[src/rtl/pc_pkg.sv]
// Shared constants, next-PC source encoding and sizing helper for the fetch PC unit.
package pc_pkg;

  localparam int XLEN_DEF         = 32;
  localparam int RESET_VECTOR_DEF = 0;
  localparam int INC_BYTES_DEF    = 4;
  localparam int RAS_DEPTH_DEF    = 4;

  typedef enum logic [1:0] {
    SRC_SEQ,
    SRC_REDIRECT,
    SRC_RAS,
    SRC_HOLD
  } pc_src_e;

  // Pointer width for a circular buffer; never narrower than one bit.
  function automatic int ptr_width(input int depth);
    return (depth <= 2) ? 1 : $clog2(depth);
  endfunction

endpackage

[src/rtl/pc_ras.sv]
// Circular return-address stack: push, pop, push+pop replace, saturating count.
// Entry storage is intentionally not reset; only pointer and count are.
module pc_ras
  import pc_pkg::*;
#(
  parameter int XLEN  = XLEN_DEF,
  parameter int DEPTH = RAS_DEPTH_DEF
) (
  input  logic            clk,
  input  logic            reset,
  input  logic            push,
  input  logic            pop,
  input  logic [XLEN-1:0] push_data,
  output logic [XLEN-1:0] top_data,
  output logic            empty,
  output logic            full
);

  localparam int            PW        = ptr_width(DEPTH);
  localparam logic [PW:0]   DEPTH_CNT = (PW+1)'(DEPTH);
  localparam logic [PW-1:0] PTR_ONE   = PW'(1);
  localparam logic [PW:0]   CNT_ONE   = (PW+1)'(1);

  logic [XLEN-1:0] entries [DEPTH];
  logic [PW-1:0]   top_ptr;
  logic [PW-1:0]   ptr_inc;
  logic [PW-1:0]   ptr_dec;
  logic [PW:0]     count;
  logic            do_push;
  logic            do_pop;
  logic            do_replace;

  assign ptr_inc  = top_ptr + PTR_ONE;
  assign ptr_dec  = top_ptr - PTR_ONE;
  assign empty    = (count == '0);
  assign full     = (count == DEPTH_CNT);
  assign top_data = entries[top_ptr];

  // A pop from an empty stack is dropped, so a simultaneous push then acts alone.
  assign do_replace = push & pop & ~empty;
  assign do_pop     = pop & ~push & ~empty;
  assign do_push    = push & ~(pop & ~empty);

  always_ff @(posedge clk or posedge reset) begin
    if (reset) begin
      top_ptr <= '0;
      count   <= '0;
    end else if (do_push) begin
      top_ptr <= ptr_inc;
      if (!full) begin
        count <= count + CNT_ONE;
      end
    end else if (do_pop) begin
      top_ptr <= ptr_dec;
      count   <= count - CNT_ONE;
    end
  end

  always_ff @(posedge clk) begin
    if (do_push) begin
      entries[ptr_inc] <= push_data;
    end else if (do_replace) begin
      entries[top_ptr] <= push_data;
    end
  end

endmodule

[src/rtl/pc_unit.sv]
// Fetch-stage program counter with redirect, stall, and RAS-based return prediction.
// Optional redirect alignment check enabled by defining PC_MISALIGN_CHK_EN.
module pc_unit
  import pc_pkg::*;
#(
  parameter int               XLEN         = XLEN_DEF,
  parameter logic [XLEN-1:0]  RESET_VECTOR = XLEN'(RESET_VECTOR_DEF),
  parameter int               INC_BYTES    = INC_BYTES_DEF,
  parameter int               RAS_DEPTH    = RAS_DEPTH_DEF
) (
  input  logic            clk,
  input  logic            reset,
  input  logic            stall,
  input  logic            redirect_valid,
  input  logic [XLEN-1:0] redirect_target,
  input  logic            call_push,
  input  logic            ret_pop,
  output logic [XLEN-1:0] current_pc,
  output logic [XLEN-1:0] pc_plus_inc,
  output logic            ras_empty,
  output logic            ras_full,
  output logic            ras_miss,
  output logic            misalign_err
);

  localparam logic [XLEN-1:0] INC_VAL = XLEN'(INC_BYTES);

  pc_src_e         next_src;
  logic [XLEN-1:0] next_pc;
  logic [XLEN-1:0] ras_top;
  logic            advance;
  logic            ras_push;
  logic            ras_pop;
  logic            miss_next;
  logic            redirect_bad;

  assign pc_plus_inc = current_pc + INC_VAL;

`ifdef PC_MISALIGN_CHK_EN
  // With INC_BYTES=1 the mask is zero, so every target counts as aligned.
  localparam logic [XLEN-1:0] ALIGN_MASK = XLEN'(INC_BYTES - 1);

  logic misalign_q;

  assign redirect_bad = redirect_valid && ((redirect_target & ALIGN_MASK) != '0);
  assign misalign_err = misalign_q;

  always_ff @(posedge clk or posedge reset) begin
    if (reset) begin
      misalign_q <= 1'b0;
    end else begin
      misalign_q <= redirect_bad;
    end
  end
`else
  assign redirect_bad = 1'b0;
  assign misalign_err = 1'b0;
`endif

  // RAS activity only happens on a normal advancing cycle.
  assign advance   = !redirect_valid && !stall;
  assign ras_push  = advance && call_push;
  assign ras_pop   = advance && ret_pop && !ras_empty;
  assign miss_next = advance && ret_pop && ras_empty;

  always_comb begin
    next_src = SRC_SEQ;
    if (redirect_valid) begin
      next_src = redirect_bad ? SRC_HOLD : SRC_REDIRECT;
    end else if (stall) begin
      next_src = SRC_HOLD;
    end else if (ret_pop && !ras_empty) begin
      next_src = SRC_RAS;
    end
  end

  always_comb begin
    next_pc = pc_plus_inc;
    case (next_src)
      SRC_REDIRECT: next_pc = redirect_target;
      SRC_RAS:      next_pc = ras_top;
      SRC_HOLD:     next_pc = current_pc;
      default:      next_pc = pc_plus_inc;
    endcase
  end

  always_ff @(posedge clk or posedge reset) begin
    if (reset) begin
      current_pc <= RESET_VECTOR;
      ras_miss   <= 1'b0;
    end else begin
      current_pc <= next_pc;
      ras_miss   <= miss_next;
    end
  end

  pc_ras #(
    .XLEN  (XLEN),
    .DEPTH (RAS_DEPTH)
  ) u_ras (
    .clk       (clk),
    .reset     (reset),
    .push      (ras_push),
    .pop       (ras_pop),
    .push_data (pc_plus_inc),
    .top_data  (ras_top),
    .empty     (ras_empty),
    .full      (ras_full)
  );

endmodule

[config.mk]
export PLATFORM = sky130hd
export DESIGN_NAME = pc_unit
export DESIGN_NICKNAME = d
export VERILOG_FILES = /design/src/rtl/pc_pkg.sv /design/src/rtl/pc_ras.sv /design/src/rtl/pc_unit.sv
export SDC_FILE = /design/constraint.sdc
export NUM_CORES = 1
export LEC_CHECK = 0
export BUFFER_PORTS_ARGS = -buffer_cell sky130_fd_sc_hd__buf_2
export CAP_MARGIN = 20
export CORE_UTILIZATION = 52
export DETAILED_ROUTE_END_ITERATION = 6
export HOLD_SLACK_MARGIN = 0.06
export PLACE_DENSITY = 0.76
export SLEW_MARGIN = 20
export SYNTH_ARGS = -nofsm -noshare
export SYNTH_HDL_FRONTEND = slang
export SYNTH_SLANG_ARGS = --single-unit
[constraint.sdc]
create_clock -name clk -period 3.1 [get_ports clk]
set_input_delay 0.465 -clock clk [delete_from_list [all_inputs] [get_ports clk]]
set_output_delay 0.465 -clock clk [all_outputs]
set_load 0.005 [all_outputs]
; Word-level counts from Yosys, hierarchy flattened
; Memory sizes are Yosys's and may differ from the RTL's.
; Cells that the tools add are included.
[word_totals]
register_bits = 38
ramBits = 128
input_bits = 38
elab_cells = 54
mem_count = 1
[mem_list]
columns = memory, depth, width, rd, rd_clocked_by_memory_dff, wr, line_no
row1 = u_ras.entries, 4, 32, 1, 0, 1, pc_ras.sv:24  ; logic [XLEN-1:0] entries [DEPTH];
[classes]
n_addsub = 5
eq_ne = 5
n_mux = 17
bitwise_logic = 9
reduce_logical = 13
[ops]
columns = cell, n
row1 = one-hot mux 32 bit (3 select lines), 1
row2 = "adder 32 x 3 -> 32 bit, second input constant", 1
row3 = two-way mux 32 bit, 1
row4 = OR reduction 32 bit, 1
row5 = two-way mux 2 bit, 6
row6 = two-way mux 3 bit, 3
row7 = AND 1 bit, 6
row8 = logical AND 1 bit, 6
row9 = two-way mux 1 bit, 6
row10 = "equality test 2 bit, second input constant", 2
row11 = "adder 3 x 1 -> 3 bit, second input constant", 1
row12 = "equality test 3 bit, second input constant", 1
row13 = logical NOT 1 bit, 3
row14 = logical NOT 3 bit, 1
row15 = inverter 1 bit, 3
row16 = "subtractor 3 x 1 -> 3 bit, second input constant", 1
row17 = "adder 2 x 1 -> 2 bit, second input constant", 1
row18 = "equality test 2 x 1 -> 1 bit, second input constant", 1
row19 = "inequality test 2 bit, second input constant", 1
row20 = AND reduction 2 bit, 1
row21 = nonzero test 2 bit, 1
row22 = "subtractor 2 x 1 -> 2 bit, second input constant", 1

; Logic depth before layout (Yosys ltp)
[depth]
word_depth = 11
mapped_depth = 9
mapped_depth_nobuf = 7

; Hierarchy
; A second synthesis with hierarchy kept.
[hier_totals]
cells_unflattened = 536
area_unflattened_um2 = 7689.9
[by_module_without_submodules]
columns = mod, instances, cells_each, area_per_inst_um2, seq_area_each_um2
row1 = pc_ras, 1, 214, 5039.8, 3968.8
row2 = pc_unit, 1, 322, 2650.0, 825.8

; Worst setup path before layout
; Ideal clock, no wire load.
[synth_timing]
path_type = register to register
start = reg u_ras.top_ptr[1]
end = mem u_ras.entries[2][0] (netlist name), enable pin
setup_ps = 432
arrival_ps = 2937
required_time_ps = 2668
slack_ps = -269
stages_incl_launch_ff = 6
path_cell_list = dfrtp_1 -> buf_2 -> buf_1 -> inv_1 -> or3_1 -> a21oi_1
[synth_via]
elab_chain_len = 2
[synth_lines]
columns = item, line_no
row1 = start: declaration, pc_ras.sv:25  ; logic [PW-1:0] top_ptr;
row2 = start signal: assignment, pc_ras.sv:49  ; top_ptr <= ptr_inc;
row3 = start signal: assignment, pc_ras.sv:54  ; top_ptr <= ptr_dec;
row4 = adder 2 x 1 -> 2 bit, pc_ras.sv:33  ; assign ptr_inc = top_ptr + PTR_ONE;
row5 = two-way mux 2 bit (no line) *, -
row6 = end: declaration, pc_ras.sv:24
; Every way passes the cells marked *; elsewhere a longest branch is shown, timed or not.

; Final worst setup path
[layout_timing]
start = reg current_pc[2]
end = out pc_plus_inc[24]
[layout_via]
elab_chain_len = 1
[layout_lines]
columns = item, line_no
row1 = start: declaration, pc_unit.sv:18  ; output logic [XLEN-1:0] current_pc,
row2 = start signal: assignment, pc_unit.sv:92  ; current_pc <= next_pc;
row3 = adder 32 x 3 -> 32 bit, pc_unit.sv:37  ; assign pc_plus_inc = current_pc + INC_VAL;
row4 = end: declaration, pc_unit.sv:19  ; output logic [XLEN-1:0] pc_plus_inc,
; No other way between the ends.

==> metrics.yaml <==
outcome:
  status: "completed"
routing:
  ant_nets: 0
  top_layer: "met4"
  first_pass_iters: 5
  routedWlPerCell_um: 22.7
  drt-met1-wl_mm: 8.27
  drt-initial-drc-count: 499
  via_per_inst: 6.34
  routed-wl-met2_mm: 9.42
  drc: 0
  vias: 5414
  routed_wl_mm: 19.4
  wl_met3_mm: 1.17
clock_network:
  cts_root_buf: "clkbuf_16"
  cts.sinks: 166
  cts_made_buffers: 17
  cts_buffer_depth: 2
  cts_tree: "built"
  clk-insertion-delay-late_ns: 0.42
  h-tree-depth: 4
  path_clk_slew_ns: 0.06
sta:
  worst_pin_slew_ns: 0.677
  slew_viol_final: 0
  clock.fmax_ghz: 0.333
  relSlewSlack_pct: 54.9
  report.final.setup_viol: 0
  whs_ns: 0.0786
  timing.final.ws_setup_ns: 0.0989
  fin_setup_tns_ns: 0
  post-route-min-period_ns: 3.00
  rsz0062_at_grt: "no"
  finalHoldViolations: 0
  period_share_pct: 96.8
  fin_worst_skew_ns: 0.00771
worst_setup_path:
  cp_cell_sequence: "ha_2, nand4_1, nor4_4, buf_4, nand2_1, xnor2_4, buf_2"
  arrival_ns: 2.54
  endpoint_kind: "output port"
  crit_family: "simple AND/OR/NAND/NOR gates"
  r2r-end: "current_pc[22]"
  worstSetupPathType: "flip-flop to output port"
  startpoint_type: "flip-flop"
  critical_path_required_ns: 2.63
  crit_fanout: 13
  cp_num_buf_inv: 2
  crit_end: "pc_plus_inc[24]"
  cp_slowest_cell: "dfrtp_2"
  max_stage_delay_ns: 0.44
  r2r-start: "u_ras.count[1]"
  crit_cells: 7
  r2r_slack_ns: 0.31
  crit_start: "current_pc[2]"
  reg2reg_depth: 8
power_and_ir_drop:
  power.switching_mw: 2.38
  seqPwrFrac_pct: 45.0
  peakVddDrop_mv: 0.496
  leakagePower_nw: 3.46
  power_frac_clock_pct: 26.4
  switching_share_pct: 32.4
  cellPowerDensity_nw_per_um2: 790
  power_frac_comb_pct: 28.6
  power_mw: 7.33
  p_int_mw: 4.95
placed_design:
  place.gp.congestion: 0.857
  hpwl_mm: 12.7
  pre_cts_ws_ns: 0.339
  io_buffers: 104
  placed_area_um2: 8600
  dpl.cell_count: 819
global_route:
  gr-total-overflow: 0
  grt_first_pass_wirelength_mm: 30.4
  grt_pass1_vias: 5401
  grtUsageTotal_pct: 25.9
  grt_start_max_net_pins: 33
  antenna_found_initial: 0
yosys:
  synth_top_family_by_area: "simple AND/OR/NAND/NOR gates"
  async_flop_share_pct: 22.9
  synth_ff_type: "edfxtp_1"
  synthXorXnorAreaFrac_pct: 3.49
  synth.distinct_cells: 61
  synth_edf_count: 128
  postSynthCellCount: 546
  synthSimpleGateAreaFrac_pct: 11.4
  synth_area_per_cell_um2: 14.2
  yosys.area_share.adder_pct: 0.740
  synth-seq-cells: 166
  yosysWarnings: 0
  syn_area_um2: 7770
  seq_area_frac_synth_pct: 61.7
  synth_compound_area_share_pct: 9.46
  synthMuxAreaShare_pct: 10.1
  syn_nets: 588
finish:
  fin_area_um2: 9280
  fillCellCount: 1058
  area_delta_synth_final_pct: 19.3
  register_area_um2: 4800
  final_layout_size_suffix_gt1_share_pct: 34.6
  antenna_cells: 0
  fin_cells: 854
  multiInputGateArea_um2: 2880
  nets: 699
  finish.utilization_pct: 63.8
die:
  row_count: 44
  pin_count: 106
  core_area_um2: 14500
  die_w_um: 124
  start_util_pct: 53.5
  dieArea_um2: 15400
  die_y_um: 124
hold_path:
  hold_class: "primary input to async pin"
run:
  cap_violations: 0
[worst register-to-register path: stages, from the launching register on]
cell	delay, ns
dfrtp_1	0.47
o31ai_2	0.33
a21o_1	0.20
ha_1	0.25
inv_1	0.27
nand2_1	0.46
buf_4	0.33
a221oi_1	0.26
nor3_1	0.10
[cell type report]
class | count | area share (%)
sequential | 166 | 51.7
multi-input combinational | 326 | 31.1
timing repair buffer | 136 | 8.47
clock buffer | 18 | 4.63
tap | 184 | 2.48
clock inverter | 14 | 1.21
inverter | 10 | 0.405
[power by group through the flow]
stage / Sequential, mW / Combinational, mW / Clock [mW]
2_1_floorplan: 3.11 / 1.43 / 0
3_3_place_gp: 3.28 / 1.98 / 0
3_5_place_dp: 3.31 / 2.05 / 0
4_1_cts: 3.27 / 2.07 / 1.94
5_1_grt: 3.34 / 2.26 / 2.04
6_report: 3.30 / 2.10 / 1.94
[worst min-delay path by stage]
| stage | from | to | slack (ns) | cells after the start |
|---|---|---|---|---|
| after floorplan | u_ras.count[2] | u_ras.count[2] | 0.50 | 1 |
| final | reset | current_pc[0] | 0.08 | 2 |
| after global placement | reset | current_pc[0] | 0.53 | 2 |
| after CTS | reset | current_pc[0] | 0.08 | 2 |
| after global routing | reset | current_pc[0] | 0.13 | 2 |
| after detailed placement | reset | current_pc[0] | 0.53 | 2 |
[metal layers]
layer,vias to the layer above,track usage (%)
li1,2393,-
met1,2733,36.2
met3,38,4.68
met4,0,10.8
met2,250,40.4
met5,-,0
[cell usage after synthesis (3+ instances only)]
library cell,instances,area (um2)
and2_1,5,31.3
a21oi_1,10,50.1
mux2i_1,5,50.1
xnor2_1,20,175
mux2_2,5,56.3
a311oi_1,12,105
or3_1,6,37.5
a22oi_1,6,45.0
or4_4,3,33.8
nor4_1,3,18.8
a221oi_1,16,140
clkbuf_1,26,97.6
and4_1,12,105
buf_4,4,30.0
and3_1,12,75.1
a21o_1,4,30.0
nand3_1,18,90.1
buf_2,12,60.1
nand2_1,37,139
dfrtp_1,38,951
ha_1,3,37.5
edfxtp_1,128,3840
or2_2,3,18.8
xor2_1,11,96.3
o22ai_1,5,31.3
nor2_1,21,78.8
nor3_1,9,45.0
a31oi_1,4,25.0
o21ai_0,9,45.0
nand4_1,10,62.6
nand2b_1,7,43.8
mux4_2,30,676
inv_1,10,37.5
a211oi_1,3,22.5
[layout by cell type (no fill, tap or decap), types with 6 or more instances in the layout]
cell and count:
nor2_1 19, nand2b_1 7, xnor2_1 11, buf_4 30, edfxtp_1 128, clkinvlp_4 6, dfrtp_1 34, buf_2 104
nand4_1 10, nor3_1 9, nand3_1 18, and4_1 12, o21ai_0 9, a22oi_1 6, inv_1 10, xor2_1 9
a21oi_1 8, or3_1 6, mux4_2 30, a311oi_1 12, clkbuf_16 17, xnor2_2 8, a221oi_1 16, nand2_1 37
and3_1 12
[state kept, by name, summed over array words and instances, names as in the netlist]
signal and cells:
u_ras.top_ptr 2, ras_miss 1, u_ras.count 3, u_ras.entries 128
current_pc 32
[logic make-up after synthesis]
| group | after synthesis |
|---|---|
| flops | 166 |
| simple gates | 155 |
| compound gates | 95 |
| buf+inv | 54 |
| mux | 40 |
| xor+xnor | 31 |
| fa+ha+maj | 4 |
| other cells | 1 |
[repair_timing]
action,4_1_cts,5_1_grt
buffers inserted,0,3
resized for setup,2,15
setup endpoints to repair,2,13
hold buffers,0,0
pin swaps,0,3
Power figures use the tool's default switching activity.
